## src/rtl/card_pkg.sv

```systemverilog
// card_pkg: card codes, board segment patterns, reader FSM states and score reduction
package card_pkg;
  typedef logic [3:0] card_t;
  localparam card_t CARD_BLANK = 4'd0;
  localparam card_t CARD_A     = 4'd1;
  localparam card_t CARD_10    = 4'd10;
  localparam card_t CARD_J     = 4'd11;
  localparam card_t CARD_Q     = 4'd12;
  localparam card_t CARD_K     = 4'd13;
  localparam logic [6:0] SEG_BLANK = 7'b1111111;
  localparam logic [6:0] SEG_A     = 7'b0001000;
  localparam logic [6:0] SEG_2     = 7'b0100100;
  localparam logic [6:0] SEG_3     = 7'b0110000;
  localparam logic [6:0] SEG_4     = 7'b0011001;
  localparam logic [6:0] SEG_5     = 7'b0010010;
  localparam logic [6:0] SEG_6     = 7'b0000010;
  localparam logic [6:0] SEG_7     = 7'b1111000;
  localparam logic [6:0] SEG_8     = 7'b0000000;
  localparam logic [6:0] SEG_9     = 7'b0010000;
  localparam logic [6:0] SEG_10    = 7'b1000000;
  localparam logic [6:0] SEG_J     = 7'b1100001;
  localparam logic [6:0] SEG_Q     = 7'b0011000;
  localparam logic [6:0] SEG_K     = 7'b0001001;
  typedef enum logic [1:0] {S_IDLE, S_SCAN, S_SCORE} state_t;
  // three cards sum to at most 27, so two conditional subtractions give mod 10
  function automatic logic [3:0] mod10(input logic [4:0] s);
    logic [4:0] t;
    t = s >= 5'd20 ? s - 5'd20 : s;
    t = t >= 5'd10 ? t - 5'd10 : t;
    return t[3:0];
  endfunction
endpackage

```

## src/rtl/seg7_to_card.sv

```systemverilog
// seg7_to_card: combinational 7-segment pattern to card code, point value and recognised flag
module seg7_to_card
  import card_pkg::*;
#(
  parameter bit SEG_ACTIVE_LOW = 1
) (
  input  logic [6:0] seg_i,
  output card_t      code_o,
  output logic [3:0] points_o,
  output logic       ok_o
);
  logic [6:0] pat;
  assign pat = SEG_ACTIVE_LOW ? seg_i : ~seg_i;
  always_comb begin
    code_o = CARD_BLANK;
    ok_o   = 1'b1;
    case (pat)
      SEG_BLANK: code_o = CARD_BLANK;
      SEG_A:     code_o = CARD_A;
      SEG_2:     code_o = 4'd2;
      SEG_3:     code_o = 4'd3;
      SEG_4:     code_o = 4'd4;
      SEG_5:     code_o = 4'd5;
      SEG_6:     code_o = 4'd6;
      SEG_7:     code_o = 4'd7;
      SEG_8:     code_o = 4'd8;
      SEG_9:     code_o = 4'd9;
      SEG_10:    code_o = CARD_10;
      SEG_J:     code_o = CARD_J;
      SEG_Q:     code_o = CARD_Q;
      SEG_K:     code_o = CARD_K;
      default:   ok_o   = 1'b0;
    endcase
  end
  assign points_o = (code_o != CARD_BLANK && code_o <= 4'd9) ? code_o : 4'd0;
endmodule

```

## src/rtl/seg7_hand_reader.sv

```systemverilog
// seg7_hand_reader: snapshots six HEX digits, decodes them one per cycle and recomputes both baccarat scores
module seg7_hand_reader
  import card_pkg::*;
#(
  parameter bit SEG_ACTIVE_LOW = 1
) (
  input  logic       CLOCK_50,
  input  logic       resetb,
  input  logic [6:0] HEX0,
  input  logic [6:0] HEX1,
  input  logic [6:0] HEX2,
  input  logic [6:0] HEX3,
  input  logic [6:0] HEX4,
  input  logic [6:0] HEX5,
  input  logic       start,
  output logic       busy,
  output logic       valid,
  output logic [3:0] pcard1,
  output logic [3:0] pcard2,
  output logic [3:0] pcard3,
  output logic [3:0] dcard1,
  output logic [3:0] dcard2,
  output logic [3:0] dcard3,
  output logic [3:0] pscore,
  output logic [3:0] dscore,
  output logic       err,
  output logic [2:0] err_digit
);
  state_t     state_q;
  logic [6:0] snap_q [6];
  card_t      card_q [6];
  logic [2:0] idx_q, err_digit_q;
  logic [4:0] pacc_q, dacc_q;
  logic [3:0] pscore_q, dscore_q;
  logic       busy_q, valid_q, err_q;
  logic [6:0] seg_d;
  card_t      code_d;
  logic [3:0] pts_d;
  logic       ok_d;
  assign seg_d = snap_q[idx_q];
  seg7_to_card #(.SEG_ACTIVE_LOW(SEG_ACTIVE_LOW)) u_dec (
    .seg_i   (seg_d),
    .code_o  (code_d),
    .points_o(pts_d),
    .ok_o    (ok_d)
  );
  always_ff @(posedge CLOCK_50 or negedge resetb) begin
    if (!resetb) begin
      state_q     <= S_IDLE;
      snap_q      <= '{default: '0};
      card_q      <= '{default: '0};
      idx_q       <= '0;
      pacc_q      <= '0;
      dacc_q      <= '0;
      pscore_q    <= '0;
      dscore_q    <= '0;
      busy_q      <= 1'b0;
      valid_q     <= 1'b0;
      err_q       <= 1'b0;
      err_digit_q <= '0;
    end else begin
      valid_q <= 1'b0;
      case (state_q)
        S_IDLE: if (start) begin
          snap_q      <= '{HEX0, HEX1, HEX2, HEX3, HEX4, HEX5};
          idx_q       <= '0;
          pacc_q      <= '0;
          dacc_q      <= '0;
          err_q       <= 1'b0;
          err_digit_q <= '0;
          busy_q      <= 1'b1;
          state_q     <= S_SCAN;
        end
        S_SCAN: begin
          card_q[idx_q] <= code_d;
          if (idx_q < 3'd3) pacc_q <= pacc_q + {1'b0, pts_d};
          else dacc_q <= dacc_q + {1'b0, pts_d};
          if (!ok_d && !err_q) begin
            err_q       <= 1'b1;
            err_digit_q <= idx_q;
          end
          idx_q   <= idx_q + 3'd1;
          state_q <= idx_q == 3'd5 ? S_SCORE : S_SCAN;
        end
        S_SCORE: begin
          pscore_q <= mod10(pacc_q);
          dscore_q <= mod10(dacc_q);
          valid_q  <= 1'b1;
          busy_q   <= 1'b0;
          state_q  <= S_IDLE;
        end
        default: state_q <= S_IDLE;
      endcase
    end
  end
  assign busy      = busy_q;
  assign valid     = valid_q;
  assign pcard1    = card_q[0];
  assign pcard2    = card_q[1];
  assign pcard3    = card_q[2];
  assign dcard1    = card_q[3];
  assign dcard2    = card_q[4];
  assign dcard3    = card_q[5];
  assign pscore    = pscore_q;
  assign dscore    = dscore_q;
  assign err       = err_q;
  assign err_digit = err_digit_q;
endmodule

```

## config.mk

```make
export PLATFORM = sky130hd
export DESIGN_NAME = seg7_hand_reader
export DESIGN_NICKNAME = d
export VERILOG_FILES = /design/src/rtl/card_pkg.sv /design/src/rtl/seg7_to_card.sv /design/src/rtl/seg7_hand_reader.sv
export SDC_FILE = /design/constraint.sdc
export NUM_CORES = 1
export LEC_CHECK = 0
export BUFFER_PORTS_ARGS = -buffer_cell sky130_fd_sc_hd__buf_2
export CORE_AREA = 2 2 109 111
export CTS_CLUSTER_SIZE = 10
export DETAILED_ROUTE_END_ITERATION = 12
export DIE_AREA = 0 0 111 113
export GPL_ROUTABILITY_DRIVEN = 0
export GPL_TIMING_DRIVEN = 0
export PLACE_DENSITY_LB_ADDON = 0.2
export SLEW_MARGIN = 25
export SYNTH_ARGS = -nofsm -noshare
export SYNTH_HDL_FRONTEND = slang
export SYNTH_HIERARCHICAL = 1
export SYNTH_SLANG_ARGS = --single-unit
export TNS_END_PERCENT = 100
```

## constraint.sdc

```tcl
create_clock -name CLOCK_50 -period 5.22 [get_ports CLOCK_50]
set_clock_uncertainty 0.2 [all_clocks]
set_input_delay 1.044 -clock CLOCK_50 [delete_from_list [all_inputs] [get_ports CLOCK_50]]
set_output_delay 1.044 -clock CLOCK_50 [all_outputs]
set_load 0.02 [all_outputs]
```

==> metrics.md, run 1 <==
| Metric | Value |
|---|---|
| Die height | `113 um` |
| Syn_nets | `494` |
| Post-synth EDFFs | `0` |
| Clock Sink Count | `95` |
| Worst skew pair latency | `340 ps` |
| Total Routing Usage GR | `18.5%` |
| Register Area | `2380 sq um` |
| Synth cell count leaders | `95 x dfrtp_1, 65 x mux2_2, 30 x nor2_1, 25 x nand2_1, 24 x a21oi_1` |
| Setup TNS | `0 ps` |
| Maxcap violations | `0` |
| Hold-fix buffers, CTS | `0` |
| DR vias | `3644` |
| Reg clk slew, reported paths | `60 ps` |
| Kind of cell adding the most delay to the critical path | `compound AO/OA/AOI/OAI gates` |
| Die X | `111 um` |
| Reg2reg setup slack | `750 ps` |
| Worst min-delay path category | `register to register` |
| Setup crit end | `pacc_q[3]` |
| H-tree depth | `3` |
| Outcome | `complete, no violations` |
| Mapped cell area | `4970 sq um` |
| Drt pass-1 iters | `4` |
| CP Capture Type | `register` |
| RSZ-0062 raised after global routing | `false` |
| Launch point of the worst path | `idx_q[1]` |
| Worst relative slew slack | `49.9%` |
| Tmin final | `4470 ps` |
| Row Count | `39` |
| Most frequent cell on the critical path | `a21oi_1` |
| Ys flop type | `dfrtp_1` |
| Global-route wire length before repair | `18.7 mm` |
| Synth area leader | `dfrtp_1` |
| Number of antenna-violating nets in the routed design | `0` |
| Clock buffer depth | `2` |
| Routed WL | `11.0 mm` |
| Core area | `11300 sq um` |
| Post-route insts no fill | `675` |
| Final Max Tran Viols | `0` |
| Most common cell in the netlist | `dfrtp_1` |
| Final period utilization | `85.7%` |
| Via/cell ratio | `5.40` |
| Port bufs | `82` |
| Startpoint types | `register` |
| Antenna cells | `0` |
| Initial antenna violation count | `0` |
| Ports | `83` |
| # fillers | `1042` |
| Cell depth of the worst setup path | `14` |
| Final Setup Violations | `0` |
| Worst path bufs/invs | `2` |
| Worst Min Path Start | `pscore[0]` |
| Seq cells post-synth | `95` |
| Reg-to-reg critical path startpoint | `idx_q[1]` |
| Ys Warns | `6` |
| Delay of the slowest critical-path stage | `510 ps` |
| Largest net degree at the start of global routing | `51` |
| Worst Max-Slew Pin Slew | `744 ps` |
| DR WL/cell | `16.2 um` |
| LEAKAGE | `2.90 nW` |
| Cts bufs inserted | `9` |
| CTS resizes | `0` |
| Number of remaining DRC errors | `0` |
| Top-area cell type share of the netlist area | `47.9%` |
| Worst VDD drop | `0.000287 V` |
| Postcts setup bufs | `0` |
| Slowest CP cell | `a21oi_1` |
| Effective utilization at floorplan | `44.1%` |
| CTS tree | `done` |
| Die ar. | `12500 sq um` |
| Final HPWL DP | `8.17 mm` |
| Placed instance count | `660` |
| Synth async-reset ratio | `100%` |
| RR Endpoint | `pacc_q[3]` |
| Crit path required time | `5240 ps` |
| Area of the multi-input gates | `2410 sq um` |
| Crit path cell chain | `buf_2, nor2b_1, buf_2, a21oi_1, a21oi_1, or4b_1, nor3_1, nor2_1, o21ai_0, ha_1, a21o_1, a21oi_1, xor2_1, o21ai_0` |
| Netlist cell types | `52` |
| Power Total | `3.81 mW` |
| Fmax | `224 MHz` |
| Root Driver | `clkbuf_16` |
| CP arrival | `4490 ps` |
| # nets final | `589` |
| Worst hold slack | `275 ps` |
| Vias in the first global route | `3747` |
| Register area share after synthesis | `47.9%` |
| Synth top area cells | `dfrtp_1 48%, mux2_2 15%, ha_1 3.5%` |
| Area Growth Syn to Fin | `19.0%` |
| Reg2Reg Depth | `14` |
| Initial drt markers | `127` |
| Mean area per synthesized cell | `11.5 sq um` |
| WS Path Type | `register to register` |
| Share of cells above drive strength 1 | `36.3%` |
| Total grt overflow | `0` |
| Fin. Hold Viols | `0` |
| PwrDens | `645 nW/um^2` |
| Post-synthesis instance total | `433` |
| Crit Path Max Fanout | `10` |
==> cells by family after synthesis <==
kind of cell	count (synthesis)	synth area share [%]
AND/OR/NAND/NOR	106	11.6
XOR/XNOR	7	1.23
buffers and inverters	36	3.68
AO/OA/AOI/OAI	90	12.5
adder cells (fa/ha/maj)	16	4.33
multiplexers	83	18.8
flip-flops	95	47.9
==> sequential cells by signal (all words and copies together), names as in the netlist <==
| register | count |
|---|---|
| dacc_q | 5 |
| idx_q | 3 |
| err_digit | 3 |
| dcard2 | 4 |
| dcard1 | 4 |
| valid | 1 |
| snap_q | 42 |
| pcard3 | 4 |
| busy | 1 |
| pscore | 4 |
| state_q | 2 |
| dscore | 4 |
| pcard1 | 4 |
| pcard2 | 4 |
| pacc_q | 5 |
| err | 1 |
| dcard3 | 4 |
==> final cells by class <==
| cell class | count | share of cell area (%) |
|---|---|---|
| inverter | 11 | 0.699 |
| sequential | 95 | 40.2 |
| clock inverter | 2 | 0.656 |
| tap | 143 | 3.03 |
| timing repair buffer | 84 | 7.60 |
| multi-input combinational | 302 | 40.8 |
| buffer | 25 | 2.39 |
| clock buffer | 13 | 4.57 |
==> cells in the final DEF, fill, tap and decap left out, drive strengths merged, types with 10 or more instances in the layout <==
cell and instances:
dfrtp 95, a21oi 24, inv 10, a22o 16, clkbuf 22, o21ai 12, mux2 69, buf 100
mux2i 14, nor2 30, a21o 11, ha 14, nand2 25
==> worst min-delay path by stage <==
stage	end	slack [ps]	cells after the start
floorplan	snap_q[34]	280	1
global placement	pscore[0]	260	2
detailed placement	busy	260	2
CTS	busy	280	2
global route	dscore[0]	310	2
finish	pscore[0]	280	2
==> worst reg2reg max path: stages, from the launching register on <==
cell and delay [ps]:
dfrtp_1 450, buf_2 250, nor2b_1 350, buf_2 300, a21oi_1 130, a21oi_1 510, or4b_1 480, nor3_1 300
nor2_1 90, o21ai_0 300, ha_1 370, a21o_1 180, a21oi_1 170, xor2_1 170, o21ai_0 110
==> through the flow <==
step                      setup slack (ps)  instance area (sq um)  utilization [%]
after CTS                              798                   5910             52.4
after global placement                 771                   5560             49.3
final                                  746                   5910             52.4
after global routing                   417                   5910             52.4
after detailed placement               829                   5600             49.7
after floorplan                       1530                   4970                -
==> power breakdown <==
group	total [mW]	switching, mW	leakage, nW	internal [mW]
registers	1.23	0.187	1.20	1.05
clock network	0.679	0.270	0.152	0.409
logic	1.90	1.06	1.54	0.838
total	3.81	1.52	2.90	2.29
==> routing by layer <==
metal	up-vias	track usage [%]	routed length (um)
met5	-	0	0
met4	0	6.58	159
met3	13	3.91	463
met2	76	30.2	5190
met1	1789	24.6	5150
li1	1766	-	-
Note: power is estimated with default switching activity, not from simulation.
==> run 2, diff against run 1 <==
==> constraint.sdc (replaced) <==
create_clock -name CLOCK_50 -period 3.9 [get_ports CLOCK_50]
set_clock_uncertainty 0.2 [all_clocks]
set_input_delay 0 -clock CLOCK_50 [delete_from_list [all_inputs] [get_ports CLOCK_50]]
set_output_delay 0 -clock CLOCK_50 [all_outputs]
set_load 0.02 [all_outputs]
==> run 2 against run 1 <==
  * Via count rose by 5.8%
  * Clock power rose by 33%
  * Sequential share of layout area fell by 3.6 points
  * Routed wire length rose by 4.0%
  * Largest power group unchanged
  * Non-clock buffer count rose by 49
  * Maximum frequency rose by 21%
  * First-iteration DRC count rose by 7.1%
  * Hold slack got worse by 270 ps
==> metrics.md, run 2 (same netlist as run 1, synthesis figures left out) <==
| Metric | Value |
|---|---|
| Outcome | `complete, no violations (unchanged)` |
| Final Max Tran Viols | `0 (unchanged)` |
| # nets final | `638 (was 589)` |
| Cts bufs inserted | `9 (unchanged)` |
| Maxcap violations | `0 (unchanged)` |
| Initial drt markers | `136 (was 127)` |
| RR Endpoint | `pacc_q[4] (was pacc_q[3])` |
| RSZ-0062 raised after global routing | `false (unchanged)` |
| Post-route insts no fill | `724 (was 675)` |
| Total Routing Usage GR | `19.1% (was 18.5%)` |
| Antenna cells | `0 (unchanged)` |
| DR WL/cell | `15.7 um (was 16.2 um)` |
| Total grt overflow | `0 (unchanged)` |
| H-tree depth | `3 (unchanged)` |
| Fmax | `271 MHz (was 224 MHz)` |
| Reg2reg setup slack | `210 ps (was 750 ps)` |
| Vias in the first global route | `3946 (was 3747)` |
| Number of remaining DRC errors | `0 (unchanged)` |
| Core area | `11300 sq um (unchanged)` |
| Die X | `111 um (unchanged)` |
| Worst hold slack | `8.24 ps (was 275 ps)` |
| # fillers | `964 (was 1042)` |
| Routed WL | `11.4 mm (was 11.0 mm)` |
| CP arrival | `3760 ps (was 4490 ps)` |
| CP Capture Type | `register (unchanged)` |
| Final HPWL DP | `8.17 mm (unchanged)` |
| Clock buffer depth | `2 (unchanged)` |
| Root Driver | `clkbuf_16 (unchanged)` |
| Tmin final | `3690 ps (was 4470 ps)` |
| Reg-to-reg critical path startpoint | `idx_q[1] (unchanged)` |
| Crit path required time | `3970 ps (was 5240 ps)` |
| Effective utilization at floorplan | `44.1% (unchanged)` |
| Global-route wire length before repair | `19.3 mm (was 18.7 mm)` |
| Fin. Hold Viols | `0 (unchanged)` |
| Final instance area | `6500 sq um (was 5910 sq um)` |
| Commonest non-fill, non-tap cell in the layout | `dfrtp_1 (unchanged)` |
| Number of antenna-violating nets in the routed design | `0 (unchanged)` |
| Via/cell ratio | `5.33 (was 5.40)` |
| Ports | `83 (unchanged)` |
| Worst VDD drop | `0.000389 V (was 0.000287 V)` |
| Initial antenna violation count | `0 (unchanged)` |
| Row Count | `39 (unchanged)` |
| Drt pass-1 iters | `4 (unchanged)` |
| DR vias | `3856 (was 3644)` |
| Startpoint types | `register (unchanged)` |
| Final Setup Violations | `0 (unchanged)` |
| Worst skew pair latency | `340 ps (about the same)` |
| Worst Max-Slew Pin Slew | `572 ps (was 744 ps)` |
| Crit Path Max Fanout | `10 (unchanged)` |
| Reg clk slew, reported paths | `60 ps (about the same)` |
| CTS tree | `done (unchanged)` |
| LEAKAGE | `3.13 nW (was 2.90 nW)` |
| Commonest non-fill, non-tap cells in the layout | `93 x dfrtp_1, 87 x buf_2, 65 x mux2_2, 44 x dlygate4sd3_1, 29 x nor2_1 (was 95 x dfrtp_1, 90 x buf_2, 65 x mux2_2, 30 x nor2_1, 25 x nand2_1)` |
| Final period utilization | `94.6% (was 85.7%)` |
| Worst relative slew slack | `61.5% (was 49.9%)` |
| Placed instance area | `5600 sq um (unchanged)` |
| Die ar. | `12500 sq um (unchanged)` |
| Reg2Reg Depth | `16 (was 14)` |
| Reg with most FFs | `snap_q (unchanged)` |
| Regs by FF count | `snap_q (42), dacc_q (5), pacc_q (5) (unchanged)` |
| Worst min-delay path category | `input port to async pin (was register to register)` |
| PwrDens | `819 nW/um^2 (was 645 nW/um^2)` |
| Port bufs | `82 (unchanged)` |
| Clock Sink Count | `95 (unchanged)` |
| Power Total | `5.33 mW (was 3.81 mW)` |
| Share of cells above drive strength 1 | `37.0% (was 36.3%)` |
| Max FFs per register | `42 (unchanged)` |
| WS Path Type | `register to register (unchanged)` |
| Largest net degree at the start of global routing | `50 (was 51)` |
| Die height | `113 um (unchanged)` |
| Area Growth Syn to Fin | `31.0% (was 19.0%)` |
| Placed instance count | `660 (unchanged)` |
-- run 2: cell count changes in the layout (fill, tap and decap cells not counted), sizes merged --
cell         change
buf              +4
clkbuf           +1
dlygate4sd3     +44
-- run 2: worst max-delay path, cell delays in order (launching register included) --
cell and delay, ps:
dfrtp_2 400, buf_8 170, buf_12 160, mux2i_2 230
nor2_1 60, a21oi_1 170, a21oi_1 90, buf_4 180
or4b_4 530, nor2_4 150, a311o_2 170, ha_2 200
fa_2 210, a21o_1 120, a21oi_1 80, or4_1 400
nand3_1 90
-- run 2: layout make-up --
type	instances	area [sq um]	area share [%]
plain buffers	24	171	2.64
clock buffers	13	270	4.16
clock inverters	2	38.8	0.596
inverters	11	41.3	0.635
multi-input cells	302	2470	38.0
flip-flops and latches	95	2380	36.6
well taps	143	179	2.75
repair buffers	134	955	14.7
-- run 2: report_power, final --
group          internal, mW  leakage [nW]  switching [mW]
Sequential             1.41          1.20           0.266
Clock                 0.547         0.152           0.357
Combinational          1.26          1.78            1.49
Total                  3.22          3.13            2.11
-- run 2: how the worst max path moves through the flow --
stage / start / to / slack, ps / cells after the start
final: idx_q[1] / pacc_q[4] / 210 / 16
after global routing: idx_q[1] / pacc_q[4] / 10 / 16
after CTS: idx_q[2] / pacc_q[4] / 20 / 15
after detailed placement: idx_q[1] / pacc_q[3] / -490 / 14
after global placement: idx_q[2] / err_digit[1] / -550 / 12
after floorplan: idx_q[1] / pacc_q[4] / 210 / 14
-- run 2: stage by stage --
stage / setup slack, ps / util [%] / TNS [ps]
floorplan: 210 / - / 0
global placement: -549 / 49.3 / -5820
detailed placement: -491 / 49.7 / -3860
CTS: 15.1 / 56.9 / 0
global route: 11.7 / 57.7 / 0
finish: 210 / 57.7 / 0
-- run 2: what timing repair did --
item                                    CTS  global route
hold endpoints to repair                141             0
gates resized for setup                  13            18
endpoints found under the setup margin   11            11
pin swaps                                 0             3
buffers inserted                          0             5
hold buffers                             45             0
-- run 2: routing by layer --
layer  up-vias  GRT usage (%)  part of all wire [%]
met1      1911           24.8                    46
met4         0           6.58                   1.4
li1       1860              -                     -
met5         -              0                     0
met2        74           32.6                    49
met3        11           3.43                   3.2
